### config.mk
export PLATFORM = sky130hd
export DESIGN_NAME = logs_tone_meter
export DESIGN_NICKNAME = d
export VERILOG_FILES = /design/src/rtl/logs_pkg.sv /design/src/rtl/logs_sync.sv /design/src/rtl/logs_tone_meter.sv
export SDC_FILE = /design/constraint.sdc
export NUM_CORES = 1
export LEC_CHECK = 0
export ABC_AREA = 0
export CORE_MARGIN = 2
export CORE_UTILIZATION = 30
export DETAILED_ROUTE_END_ITERATION = 10
export PLACE_DENSITY_LB_ADDON = 0.25
export SKIP_LAST_GASP = 1
export SYNTH_ARGS = -nofsm -noshare
export SYNTH_HDL_FRONTEND = slang
export SYNTH_HIERARCHICAL = 1
export SYNTH_SLANG_ARGS = --single-unit
### constraint.sdc
create_clock -name clk -period 4.02 [get_ports clk]
set_clock_uncertainty 0.15 [all_clocks]
set_input_delay 0.402 -clock clk [delete_from_list [all_inputs] [get_ports clk]]
set_output_delay 0.402 -clock clk [all_outputs]
set_load 0.1 [all_outputs]
### src/rtl/logs_pkg.sv
// Shared definitions for the logs tone path: measurement FSM encodings and
// the largest frequency word an N-bit NCO/meter pair can represent.
package logs_pkg;

  typedef enum logic [0:0] {
    ST_SETTLE = 1'b0,
    ST_RUN    = 1'b1
  } logs_state_t;

  function automatic int unsigned FREQ_MAX(input int unsigned n);
    return (32'd1 << (n - 32'd1)) - 32'd1;
  endfunction

endpackage

### src/rtl/logs_sync.sv
// Multi-flop synchronizer for an asynchronous single-bit input; clears to 0
// on synchronous active-low reset.
module logs_sync #(
  parameter int STAGES = 2
) (
  input  logic clk,
  input  logic rst_n,
  input  logic i_d,
  output logic o_q
);

  logic [STAGES-1:0] r_chain;

  // Shift the input through the chain every clock.
  always_ff @(posedge clk) begin
    if (!rst_n) begin
      r_chain <= '0;
    end else begin
      r_chain <= {r_chain[STAGES-2:0], i_d};
    end
  end

  assign o_q = r_chain[STAGES-1];

endmodule

### src/rtl/logs_tone_meter.sv
// Square-wave frequency meter: counts rising edges over a 2^N-step gate window
// and returns the count as an NCO frequency word behind a valid/ready handshake.
module logs_tone_meter
  import logs_pkg::*;
#(
  parameter int N           = 5,
  parameter int SYNC_STAGES = 2
) (
  input  logic         clk,
  input  logic         rst_n,
  input  logic         step,
  input  logic         snd_in,
  output logic [N-2:0] freq_out,
  output logic         freq_valid,
  input  logic         freq_ready,
  output logic         overflow,
  output logic         overrun
);

  localparam int unsigned    L_FMAX   = FREQ_MAX(N);
  localparam logic [N-1:0]   L_FMAX_N = N'(L_FMAX);
  localparam logic [N-1:0]   L_ALL1   = {N{1'b1}};
  localparam logic [N-1:0]   L_ONE    = {{(N-1){1'b0}}, 1'b1};

  logic         w_sync;
  logic         w_edge;
  logic         w_win_end;
  logic         w_publish;
  logic         w_xfer;
  logic         w_sat;
  logic [N-1:0] w_cnt;
  logic [N-2:0] w_freq;

  logic         r_prev;
  logic [N-1:0] r_gate;
  logic [N-1:0] r_edges;
  logs_state_t  r_state;
  logic [N-2:0] r_freq;
  logic         r_valid;
  logic         r_ovf;
  logic         r_ovr;

  logs_sync #(
    .STAGES (SYNC_STAGES)
  ) u_sync (
    .clk   (clk),
    .rst_n (rst_n),
    .i_d   (snd_in),
    .o_q   (w_sync)
  );

  // Edge detection, saturating count (window-end edge included) and publish decode.
  always_comb begin
    w_edge    = w_sync & ~r_prev;
    w_win_end = step & (r_gate == L_ALL1);
    w_publish = w_win_end & (r_state == ST_RUN);
    w_xfer    = r_valid & freq_ready;
    if (r_edges == L_ALL1) begin
      w_cnt = r_edges;
    end else begin
      w_cnt = r_edges + {{(N-1){1'b0}}, w_edge};
    end
    w_sat = (w_cnt > L_FMAX_N);
    if (w_sat) begin
      w_freq = L_FMAX_N[N-2:0];
    end else begin
      w_freq = w_cnt[N-2:0];
    end
  end

  // Gate/edge counters and SETTLE/RUN FSM; everything holds while step is low.
  always_ff @(posedge clk) begin
    if (!rst_n) begin
      r_prev  <= 1'b0;
      r_gate  <= '0;
      r_edges <= '0;
      r_state <= ST_SETTLE;
    end else if (step) begin
      r_prev <= w_sync;
      r_gate <= r_gate + L_ONE;
      if (w_win_end) begin
        r_edges <= '0;
        case (r_state)
          ST_SETTLE: r_state <= ST_RUN;
          ST_RUN:    r_state <= ST_RUN;
          default:   r_state <= ST_SETTLE;
        endcase
      end else begin
        r_edges <= w_cnt;
      end
    end
  end

  // Result register and handshake; a publish takes precedence over a plain transfer.
  always_ff @(posedge clk) begin
    if (!rst_n) begin
      r_freq  <= '0;
      r_valid <= 1'b0;
      r_ovf   <= 1'b0;
      r_ovr   <= 1'b0;
    end else if (w_publish) begin
      r_freq  <= w_freq;
      r_ovf   <= w_sat;
      r_valid <= 1'b1;
      if (r_valid && !freq_ready) begin
        r_ovr <= 1'b1;
      end
    end else if (w_xfer) begin
      r_valid <= 1'b0;
      r_ovr   <= 1'b0;
    end
  end

  assign freq_out   = r_freq;
  assign freq_valid = r_valid;
  assign overflow   = r_ovf;
  assign overrun    = r_ovr;

endmodule

==> metrics <==
run status=finished clean; H-tree levels=1; sequential power share=63.8%; Net Sw Frac=about 23%; Buf/Inv on CP=1; Overall Global Routing Usage=10.2%; Worst slew margin=between 30% and 40%; Nets=115; placed wire-length estimate=about 1.1 mm; GR peak layer=met2; register bit total from synthesis=21; commonest non-fill, non-tap cells in the layout=dfxtp_1 (21), clkdlybuf4s50_1 (11), nor2_1 (8); CTS Buffer Depth=2; met2 usage=around 17%; Initial Utilization=32.1%; Setup WS pre-CTS=1.65 ns; fraction of layout cells with a size suffix above 1=approximately 6.7%; synth top area cells=dfxtp_1 (47%), ha_1 (5.6%), o21ai_0 (3.9%); M3 GR Usage=under 10%; maximum VDD drop=roughly 0.13 mV; drt first-iter violations=17; Sw Pwr=78.0 uW; final setup margin=~1.6 ns; Final setup viols=0; Combinational Power Share=6.7%; DRC errors left=0; commonest non-fill, non-tap cell in the layout=dfxtp_1; TritonCTS buffer count=3; Via density=just over 5; f_max=between 0.4 and 0.5 GHz; RSZ-0062 raised after global routing=no; CP startpoint kind=register; Cell Pwr Density=about 330 nW/um2; Crit Path Max Fanout=4; vias in the first global route=660; largest net degree at the start of global routing=19; Final Cycle Share=about three fifths; Worst EP arrival=around 1.8 ns; postcts setup bufs=0; Syn Inst Count=95; sequential element share of the synthesized area=a little under half; hold_buf cts=0; Antenna Cells=0; share of total power in the clock network=between 20% and 30%; routed via count=694; total power=between 300 and 400 uW; I/O pin total=12; Layout area overhead=16.5%; Tmin final=2.39 ns; Setup TNS=0 ns; CTS clk-pin slew, worst paths=about 0.12 ns; num rows=19; PostCTS Resize Cnt=0; drt pass-1 iters=2; WS Path Type=reg2out; Max Transition Viols Final=0; wire length per cell=~12 um; slowest stage delay, CP=approximately 1.2 ns; grt ovf=0; worst slew pin tran=about 0.97 ns; WP data required=about 3.5 ns; CP max stage cell=clkdlybuf4s50_1; cell total after placement=approximately 130; count of different cell masters after synthesis=30; M1 GR Usage=between 10% and 20%; Die Footprint=3430 um2; Hold/Removal Path Class=reg2reg; total core area=2780 um2; Net Count, Synth=104; Clock Sinks=21; Max-Cap Viols=0; Post-Layout Cell Count=roughly 140; I/O Buffers=11; Yosys top cell area share=47.1%; CP Cell Sequence=clkdlybuf4s50_1; global placer's final weighted congestion=around 0.7; P_int=between 200 and 300 uW; final WL=between 1.5 and 2 mm; crit end category=output pin; Routed Antenna Nets=0; worst-skew pair later-pin latency=just under 0.3 ns; DIE HEIGHT=between 50 and 60 um; Fin. Hold Viols=0; syn avg cell area=9.40 um2; clk root buf=clkbuf_4; Synth area leader=dfxtp_1; Die W=between 50 and 60 um; gate family responsible for the most delay along the worst path=buffers and inverters; P_leak=around 0.4 nW; initial antenna violation count=0; CTS tree=built; first-pass GRT wire length=between 2 and 3 mm; Synthesis Warnings=6; Post-Syn Area=roughly 900 um2
==> stage by stage <==
| stage | utilization, % | hold slack [ns] | instance area (um2) |
|---|---|---|---|
| floorplan | - | 0.262 | 893 |
| global placement | 36.5 | 0.266 | 1010 |
| detailed placement | 36.5 | 0.279 | 1010 |
| CTS | 37.4 | 0.314 | 1040 |
| global route | 37.4 | 0.325 | 1040 |
| finish | 37.4 | 0.305 | 1040 |
==> synthesized netlist by cell type <==
library cell / instances
a21o_2: 1
a21oi_1: 3
a311oi_1: 2
a31o_2: 1
a31oi_1: 5
a41oi_1: 1
and2_1: 2
and3_1: 2
and3_2: 1
buf_2: 1
buf_4: 2
clkbuf_1: 2
dfxtp_1: 21
ha_1: 4
inv_1: 5
mux2i_1: 3
nand2_1: 5
nand3_1: 3
nand3_2: 1
nand3b_1: 3
nand4_1: 1
nor2_1: 8
nor2b_1: 1
o211ai_1: 1
o21ai_0: 7
o21bai_1: 1
o22ai_1: 1
o31ai_1: 2
xnor2_1: 2
xor2_1: 3
==> power by group through the flow <==
stage	registers (mW)	clock network (mW)	logic, mW
after floorplan	0.221	0	0.0161
after global placement	0.221	0	0.0219
after detailed placement	0.222	0	0.0230
after CTS	0.217	0.104	0.0231
after global routing	0.218	0.111	0.0258
final	0.217	0.100	0.0227
==> path summary, 6_finish.rpt <==
check,startpoint,end,slack (ns),depth (start not counted)
max,freq_valid$_SDFFE_PN0P_,freq_valid,1.63,1
min,u_sync/r_chain[0]$_SDFF_PN0_,u_sync/r_chain[1]$_SDFF_PN0_,0.31,1
min reg2reg,u_sync/r_chain[0]$_SDFF_PN0_,u_sync/r_chain[1]$_SDFF_PN0_,0.31,1
max reg2reg,r_gate[0]$_SDFFE_PN0P_,overrun$_SDFFE_PN0P_,2.12,6
==> registers in the layout, indices dropped and copies added (netlist names) <==
register        cells
overflow            1
freq_out            4
r_edges             5
u_sync/r_chain      2
r_prev              1
r_gate              5
freq_valid          1
overrun             1
r_state             1
==> metal layers <==
layer  part of all wire (%)  vias to the layer above
li1                       -                      357
met1                     50                      328
met2                     46                        7
met3                    3.4                        2
met4                   0.86                        0
met5                      0                        -
==> cell families after synthesis <==
| family | share of synthesized area [%] |
|---|---|
| AOI/OAI and AO/OA | 18.1 |
| buffers and inverters | 5.18 |
| xor gates and xnor gates | 4.90 |
| DFF | 47.1 |
| adders and majority gates | 5.60 |
| muxes | 3.36 |
| and+or+nand+nor | 15.8 |
==> layout make-up <==
class                   count  area (um2)
clock buffers               4        26.3
inverters                   5        18.8
flip-flops and latches     21         420
repair buffers             11         110
well taps                  31        38.8
fillers                   292        1740
multi-input cells          64         427
No activity file was read; power rests on OpenSTA's default activity.
